===== src/rtl/inv_key_schedule.sv =====
// Key schedule that runs forward to the last round key, then walks back
// down to round 1 one key per consumer request using the inverse step.
module inv_key_schedule (
    input  logic        clk,
    input  logic        rst,
    input  logic        start,
    input  logic [79:0] key_in,
    input  logic        next,
    output logic [79:0] key_out,
    output logic [5:0]  round_out,
    output logic        key_valid,
    output logic        busy,
    output logic        done
);

    typedef enum logic [1:0] {IDLE, EXPAND, OUTPUT} state_t;

    state_t      state;
    logic [79:0] k;
    logic [5:0]  rnd;
    logic [4:0]  cnt;
    logic [4:0]  step_idx;

    function automatic logic [3:0] sbox(input logic [3:0] x);
        case (x)
            4'h0: sbox = 4'hC;  4'h1: sbox = 4'h5;  4'h2: sbox = 4'h6;  4'h3: sbox = 4'hB;
            4'h4: sbox = 4'h9;  4'h5: sbox = 4'h0;  4'h6: sbox = 4'hA;  4'h7: sbox = 4'hD;
            4'h8: sbox = 4'h3;  4'h9: sbox = 4'hE;  4'hA: sbox = 4'hF;  4'hB: sbox = 4'h8;
            4'hC: sbox = 4'h4;  4'hD: sbox = 4'h7;  4'hE: sbox = 4'h1;  default: sbox = 4'h2;
        endcase
    endfunction

    function automatic logic [3:0] sbox_inv(input logic [3:0] x);
        case (x)
            4'h0: sbox_inv = 4'h5;  4'h1: sbox_inv = 4'hE;  4'h2: sbox_inv = 4'hF;  4'h3: sbox_inv = 4'h8;
            4'h4: sbox_inv = 4'hC;  4'h5: sbox_inv = 4'h1;  4'h6: sbox_inv = 4'h2;  4'h7: sbox_inv = 4'hD;
            4'h8: sbox_inv = 4'hB;  4'h9: sbox_inv = 4'h4;  4'hA: sbox_inv = 4'h6;  4'hB: sbox_inv = 4'h3;
            4'hC: sbox_inv = 4'h0;  4'hD: sbox_inv = 4'h7;  4'hE: sbox_inv = 4'h9;  default: sbox_inv = 4'hA;
        endcase
    endfunction

    // Forward step: rotate left 13, substitute low nibble, mix in round index.
    function automatic logic [79:0] fwd_step(input logic [79:0] kin, input logic [4:0] i);
        logic [79:0] t;
        t         = {kin[66:0], kin[79:67]};
        t[3:0]    = sbox(t[3:0]);
        t[63:59]  = t[63:59] ^ i;
        fwd_step  = t;
    endfunction

    // Inverse step: undo the index mix and substitution, then rotate right 13.
    function automatic logic [79:0] inv_step(input logic [79:0] kin, input logic [4:0] i);
        logic [79:0] u;
        u         = kin;
        u[63:59]  = u[63:59] ^ i;
        u[3:0]    = sbox_inv(u[3:0]);
        inv_step  = {u[12:0], u[79:13]};
    endfunction

    // Stepping back from round r to r-1 uses the index that produced round r.
    assign step_idx = 5'(rnd - 6'd1);

    // Control FSM plus key/round registers; rst overrides everything.
    always_ff @(posedge clk) begin
        if (rst) begin
            state <= IDLE;
            k     <= '0;
            rnd   <= '0;
            cnt   <= '0;
            done  <= 1'b0;
        end else begin
            done <= 1'b0;
            case (state)
                IDLE: begin
                    if (start) begin
                        k     <= key_in;
                        cnt   <= 5'd1;
                        state <= EXPAND;
                    end
                end
                EXPAND: begin
                    k   <= fwd_step(k, cnt);
                    cnt <= cnt + 5'd1;
                    if (cnt == 5'd31) begin
                        rnd   <= 6'd32;
                        state <= OUTPUT;
                    end
                end
                OUTPUT: begin
                    if (next) begin
                        if (rnd > 6'd1) begin
                            k   <= inv_step(k, step_idx);
                            rnd <= rnd - 6'd1;
                        end else begin
                            state <= IDLE;
                            done  <= 1'b1;
                        end
                    end
                end
                default: state <= IDLE;
            endcase
        end
    end

    assign key_out   = k;
    assign round_out = rnd;
    assign key_valid = (state == OUTPUT);
    assign busy      = (state != IDLE);

endmodule


===== config.mk =====
export PLATFORM = sky130hd
export DESIGN_NAME = inv_key_schedule
export DESIGN_NICKNAME = d
export VERILOG_FILES = /design/src/rtl/inv_key_schedule.sv
export SDC_FILE = /design/constraint.sdc
export NUM_CORES = 1
export LEC_CHECK = 0
export CAP_MARGIN = 25
export CORE_MARGIN = 2
export CORE_UTILIZATION = 51
export DETAILED_ROUTE_END_ITERATION = 6
export PLACE_DENSITY = 0.86
export SYNTH_ARGS = -nofsm -noshare
export SYNTH_HDL_FRONTEND = slang
export SYNTH_SLANG_ARGS = --single-unit

===== constraint.sdc =====
create_clock -name clk -period 5.9 [get_ports clk]
set_clock_uncertainty 0.15 [all_clocks]
set_input_delay 0.885 -clock clk [delete_from_list [all_inputs] [get_ports clk]]
set_output_delay 0.885 -clock clk [all_outputs]
set_load 0.005 [all_outputs]

# After elaboration in Yosys (flattened, before gate mapping)
# Memory sizes are Yosys's and may differ from the RTL's. A register that Yosys moved wholly into a read port is not among the register bits.
# Index checks and enable logic that the tools add are counted.
# W data, S select, Z words.
# totals
regBits	94
rom_bits	128
input_bits	84
out_inout_bits	89
word_cells	52
mem_count	2
# op_classes
addsub	2
magnitude_cmp	1
n_eq_ne	8
n_mux	20
bitwise	4
n_reduce_logical	10
# memory_table
name	depth	word_bits	rd	rd_clocked_by_memory_dff	write_ports	line	rtl
(no name shown)	16	4	1	1	0	25	case (x)
(no name shown)	16	4	1	1	0	34	case (x)
# op_table
cell	count
$mux W80	3
$pmux W80 S3	1
$mux W6	3
$mux W4	4
$pmux W6 S2	1
$reduce_and A4 Y1	3
$pmux W5 S2	1
$xor A5 B5 Y5	2
$mux W2	4
$ne A2 B2 Y1 const B	4
$gt A6 B1 Y1 const B	1
$pmux W2 S3	1
$reduce_bool A2 Y1	3
$sub A6 B1 Y6 const B	1
$add A5 B1 Y5 const B	1
$eq A5 B5 Y1 const B	1
$mux W5	1
$reduce_bool A3 Y1	1
$reduce_or A3 Y1	1
$eq A2 B1 Y1 const B	1
$eq A2 B2 Y1 const B	1
$logic_not A2 Y1	1
$ne A2 B1 Y1 const B	1
$not A1 Y1	2
2 further kinds	2

# Logic depth before layout (Yosys ltp)
# Gate-level depths: netlist (run 1).
# depth
word_depth	7
depth_mapped	12
mapped_depth_nobuf	11

# Worst setup path after synthesis (run 1)
# OpenSTA, ideal clock, no wires.
# synth_timing
kind	register to register
start	register state[0]
end	register (tool-made name)
setup_time_ps	79
arrival_ps	2807
required_ps	5671
slack_ps	2864
path_stages_with_launch	13
n_path_buf	2
synth_period_minus_slack_ps	3036
path_cell_list	dfxtp_1 inv_1 ha_1 buf_2 buf_2 nor2_1 a211o_1 mux2i_1 inv_1 ha_1 inv_1 mux2_2 o221ai_2
# synth_lines
item	line	rtl
start: declaration	18	state_t state;
start signal: assignment	66	state <= IDLE;
start signal: assignment	78	state <= EXPAND;
start signal: assignment	86	state <= OUTPUT;

==> results of run 1 <==
==> layout make-up <==
type / instances / area share
Timing Repair Buffer: 180 / 0.234
Sequential cell: 102 / 0.261
Inverter: 16 / 0.00768
Multi-Input combinational cell: 528 / 0.435
Clock inverter: 7 / 0.0110
Clock buffer: 9 / 0.0288
Tap cell: 140 / 0.0224
==> critical path, delay by kind of cell (launching register included) <==
family / cells / cell delay [ns]
buffers and inverters: 3 / 0.47
adder cells (fa/ha/maj): 2 / 1.17
AO/OA/AOI/OAI: 1 / 0.15
flip-flops: 1 / 0.36
multiplexers: 2 / 0.81
AND/OR/NAND/NOR: 2 / 0.86
==> kinds of logic after synthesis <==
group                    count (synthesis)  synth area share
AND/OR/NAND/NOR                        207             0.155
XOR/XNOR                                13            0.0198
flip-flops                             102             0.356
adder cells (fa/ha/maj)                 21            0.0458
AO/OA/AOI/OAI                          256             0.302
buffers and inverters                   78            0.0551
multiplexers                            31            0.0667
==> cell usage in the layout, fill, tap and decap left out, types with 2 or more instances in the layout <==
master / count
clkdlybuf4s50_1: 171
nor2_1: 166
dfxtp_1: 102
a22oi_1: 80
a211oi_1: 78
a21oi_1: 78
ha_1: 18
inv_1: 15
mux2i_1: 15
nand2_1: 11
nor2b_1: 10
mux2_2: 9
clkbuf_16: 9
o21ai_0: 8
xor2_1: 7
xnor2_1: 6
buf_4: 5
nand2b_1: 3
or3_1: 3
inv_6: 3
a211o_1: 2
mux2_4: 2
mux2i_4: 2
mux4_2: 2
a32oi_1: 2
a221oi_1: 2
ha_2: 2
inv_8: 2
buf_16: 2
==> metal layers <==
metal / vias up / share of wire / routed length (microns) / global-route usage
met4: 0 / 0.029 / 564 / 0.132
li1: 2834 / - / - / -
met5: - / 0 / 0 / 0
met1: 2898 / 0.38 / 7350 / 0.402
met2: 411 / 0.48 / 9270 / 0.510
met3: 50 / 0.10 / 1950 / 0.0382
==> worst paths after layout <==
check	start	endpoint	slack, ns	depth (start not counted)
setup / recovery	state[0]$_SDFFE_PP0P_	register	1.81	10
hold reg to reg	round_out[5]$_SDFFE_PP0P_	round_out[5]$_SDFFE_PP0P_	0.39	1
hold / removal	round_out[5]$_SDFFE_PP0P_	round_out[5]$_SDFFE_PP0P_	0.39	1
setup reg to reg	state[0]$_SDFFE_PP0P_	register	1.81	10
==> cells in the mapped netlist (3+ instances only) <==
library cell	instances	share of area
or3_1	3	0.0033
buf_2	19	0.017
inv_1	15	0.0098
dfxtp_1	102	0.36
xnor2_1	6	0.0092
nor2b_1	10	0.011
a211oi_1	78	0.10
buf_1	4	0.0026
xor2_1	7	0.011
mux2_2	9	0.018
ha_1	21	0.046
o21ai_0	8	0.0070
clkbuf_1	39	0.025
mux2i_1	15	0.026
nand2b_1	3	0.0033
a22oi_1	80	0.10
nand2_1	11	0.0072
nor2_1	166	0.11
a21oi_1	78	0.068
==> per-stage QoR <==
| stage | hold slack [ns] | setup WS [ns] |
|---|---|---|
| after floorplan | 0.334 | 2.86 |
| after global placement | 0.336 | 2.17 |
| after detailed placement | 0.362 | 1.89 |
| after CTS | 0.374 | 1.87 |
| after global routing | 0.409 | 1.58 |
| final | 0.389 | 1.81 |
==> where the power goes <==
group / switching [W] / internal (W)
combinational: 0.00138 / 0.00127
clock: 0.000289 / 0.000340
sequential: 0.000455 / 0.00102
total: 0.00212 / 0.00263
==> sequential cells by signal, indices dropped and copies added (netlist names), named ones only <==
register / count
state: 2
cnt: 5
round_out: 6
done: 1
key_out: 80
==> flow_summary.toml, run 1 <==
[status]
status = "finished, final reports clean"

[flow_run]
maxCapViolations = 0

[synthesis]
yosys_warnings = 0
synth-edff-count = 0
synth.avg_cell_area_sq_um = 8.11
ys_types = 47
ys_seq_elements = 102
ys.flop_type = "dfxtp_1"
synthesis.nets = 813
synthCells = 708
postSynth.asyncResetShare = 0
ys_seq_area_frac = 0.356
synth_area_sq_mm = 0.00574

[placement]
place_inst = 964
placed_cell_area_sq_mm = 0.00745
place_congestion = 0.899
place_hpwl_mm = 13.2
io_buffers = 172

[finish]
fin_area_sq_mm = 0.00782
register_area_sq_mm = 0.00204
n_fill_cell = 854
drive_above_1_share = 0.0606
utilization = 0.715
nNetsFinal = 942
layoutNonFillerInstCount = 982
antenna_cells = 0
multiInputGateArea_sq_mm = 0.00340
syn_to_final_growth_pct = 36.2

[clock_network]
cts.path.max_buffers = 2
insertion_delay_ns = 0.35
cts.repair.resized = 0
post_cts_buffers = 0
clock_sinks = 102
cts-root-buf = "clkbuf_16"
ctsHoldBuffers = 0
cts_tree = "done"
htree_num_levels = 3
cts_buffers = 9
clk_pin_slew_ns = 0.07

[floorplan]
die_h_microns = 110
die_area_sq_mm = 0.0121
io_pins = 173
std_cell_rows = 38
die_w_microns = 110
core_area_sq_mm = 0.0109
start_util = 0.525

[critical_path]
criticalPathCategory = "reg -> reg"
crit_chain = "inv_1, ha_2, nand4b_1, nand2_4, mux2i_1, inv_1, ha_1, inv_1, mux2_2, o221ai_2"
cp_max_fo = 41
crit_top_cell = "inv_1"
crit_slowest_cell = "ha_2"
setup.worst_path.end_class = "register"
cp-start-kind = "register"
slowest_delay_ns = 0.77
cp.arrival_ns = 4.21
cp.required_ns = 6.02

[sta]
hold_viol_final = 0
period_minus_slack_ns = 4.09
drv_slew = 0
fmax_mhz = 244
relSlewSlack = 0.437
setup_viol = 0
fin_tns_setup_ns = 0
worst_slew_pin_slew_ns = 0.845
fin_crit_sh = 0.693
grt_setup_unrepaired = "no"

[global_routing]
grt_overflow_total = 0
grtUsageTotal = 0.307
grt_pass1_wl_mm = 28.9
first_global_vias = 5565
antenna_found_initial = 0
grt_max_degree = 119

[pwr]
p_per_area_mw_per_mm2 = 608
p_leak_nw = 2.83
p_total_w = 0.00475
max-vdd-ir-drop_uv = 336

[route]
antenna_left = 0
firstDrtPassIters = 7
drt_iter0_drc = 658
wl_per_cell_microns = 19.5
vias_per_cell = 6.31
vias = 6193
wl_mm = 19.1
drc = 0

[worst_hold_path]
hp-class = "reg -> reg"
Note: power is estimated with default switching activity, not from simulation.
==> run 2: changes to the inputs <==
--- a/config.mk
+++ b/config.mk
@@ -7,9 +7,9 @@
 export LEC_CHECK = 0
 export CAP_MARGIN = 25
 export CORE_MARGIN = 2
-export CORE_UTILIZATION = 51
+export CORE_UTILIZATION = 48
 export DETAILED_ROUTE_END_ITERATION = 6
-export PLACE_DENSITY = 0.86
+export PLACE_DENSITY = 0.81
 export SYNTH_ARGS = -nofsm -noshare
 export SYNTH_HDL_FRONTEND = slang
 export SYNTH_SLANG_ARGS = --single-unit
==> constraint.sdc (replaced) <==
create_clock -name clk -period 4.1 [get_ports clk]
set_clock_uncertainty 0.15 [all_clocks]
set_input_delay 0.615 -clock clk [delete_from_list [all_inputs] [get_ports clk]]
set_output_delay 0.615 -clock clk [all_outputs]
set_load 0.005 [all_outputs]
==> run 2 against run 1 <==
Cell area shrank 0.88%. Sequential power is 44% higher. Global-route usage down 1.7 points. Utilization fell by 4.5 points. Hold slack worse by 0.036 ns. Critical path depth stayed put. Sequential cell count did not move. Register-to-register slack worse by 1.3 ns. Fmax rose by 15%. Routed wire length decreased by 1.4%.
==> flow_summary.toml, run 2 (synthesis results as in run 1) <==
[critical_path]
cp.required_ns = 4.22
setup.worst_path.end_class = "register"
cp.arrival_ns = 3.68
cp_num_buf_inv = 3
critPathTopFamily = "adder cells"
criticalPathCategory = "reg -> reg"
crit_chain = "inv_1, ha_2, nand4b_1, nand2_4, mux2i_1, inv_1, ha_1, inv_1, mux2_2, o221ai_2"
slowest_delay_ns = 0.46
crit_slowest_cell = "ha_2"
cp_max_fo = 30
cp-start-kind = "register"
crit_top_cell = "inv_1"

[sta]
drv_slew = 0
hold_viol_final = 0
worst_slack_ns = 0.543
fin_tns_setup_ns = 0
fmax_mhz = 281
relSlewSlack = 0.440
fin_crit_sh = 0.867
worst_slew_pin_slew_ns = 0.840
grt_setup_unrepaired = "no"
setup_viol = 0
period_minus_slack_ns = 3.56

[finish]
utilization = 0.670
largest_register_ffs = 80
layout_commonest_cell = "clkdlybuf4s50_1"
layout.cells.most_common_list = "clkdlybuf4s50_1, nor2_1, dfxtp_1"
n_fill_cell = 982
multiInputGateArea_sq_mm = 0.00340
syn_to_final_growth_pct = 35.0
drive_above_1_share = 0.0617
nNetsFinal = 943
register_area_sq_mm = 0.00204

[global_routing]
first_global_vias = 5712
antenna_found_initial = 1
grt_max_degree = 89
grt_pass1_wl_mm = 29.8
grt_overflow_total = 0
grtUsageTotal = 0.290

[placement]
dp_slack_ns = 0.542
io_buffers = 172
place_hpwl_mm = 13.2
place_congestion = 0.907

[worst_hold_path]
hp-class = "reg -> reg"

[floorplan]
die_area_sq_mm = 0.0129
start_util = 0.496
core_area_sq_mm = 0.0116
std_cell_rows = 39
io_pins = 173
die_h_microns = 113
die_w_microns = 113

[clock_network]
clock_sinks = 102
ctsHoldBuffers = 0
cts_tree = "done"
post_cts_buffers = 0
htree_num_levels = 3
clk_pin_slew_ns = 0.07
cts_buffers = 9
cts-root-buf = "clkbuf_16"
cts.repair.resized = 0
insertion_delay_ns = 0.35
cts.path.max_buffers = 2

[status]
status = "finished, final reports clean"

[pwr]
switchingPower_w = 0.00297
power_frac_clock = 0.125
max-vdd-ir-drop_uv = 384
p_per_area_mw_per_mm2 = 857
p_leak_nw = 2.81
p_int_w = 0.00367
p_sw_frac = 0.448
seq_power_share = 0.318
combPwrFrac = 0.558

[route]
wl_mm = 18.9
drt_iter0_drc = 721
vias_per_cell = 6.10
wl_per_cell_microns = 19.1
vias = 6018
drc = 0
firstDrtPassIters = 6
antenna_left = 0

[flow_run]
maxCapViolations = 0
-- run 2: power by group through the flow --
stage	sequential, W	combinational (W)	clock (W)
after global placement	0.00209	0.00353	0
after detailed placement	0.00210	0.00365	0
after floorplan	0.00189	0.00230	0
after CTS	0.00208	0.00368	0.000837
after global routing	0.00215	0.00408	0.000876
final	0.00211	0.00370	0.000829
-- run 2: metal layers --
layer | track usage | share of wire | up-vias
met1 | 0.376 | 0.41 | 2810
met4 | 0.120 | 0.030 | 0
met5 | 0 | 0 | -
met3 | 0.0616 | 0.084 | 51
li1 | - | - | 2834
met2 | 0.471 | 0.48 | 323
-- run 2: area by class of cell --
class / instances / share of cell area
multi-input combinational: 528 / 0.439
inverter: 16 / 0.00775
tap: 143 / 0.0231
antenna: 1 / 0.000323
sequential: 102 / 0.263
timing repair buffer: 181 / 0.230
clock buffer: 9 / 0.0291
clock inverter: 7 / 0.00727
-- run 2: through the flow --
stage | instance area (sq um) | hold WS, ns | std cells | total power (W)
after floorplan | 5740 | 0.334 | 708 | 0.00419
after global placement | 7470 | 0.335 | 970 | 0.00562
after detailed placement | 7470 | 0.347 | 970 | 0.00575
after CTS | 7750 | 0.358 | 986 | 0.00660
after global routing | 7750 | 0.400 | 986 | 0.00710
final | 7750 | 0.353 | 987 | 0.00664
-- run 2: worst paths after layout --
check                            start                        end  slack, ns  cells after the start
max              state[0]$_SDFFE_PP0P_                   register       0.54                     10
min          round_out[5]$_SDFFE_PP0P_  round_out[5]$_SDFFE_PP0P_       0.35                      1
max reg2reg      state[0]$_SDFFE_PP0P_                   register       0.54                     10
min reg2reg  round_out[5]$_SDFFE_PP0P_  round_out[5]$_SDFFE_PP0P_       0.35                      1
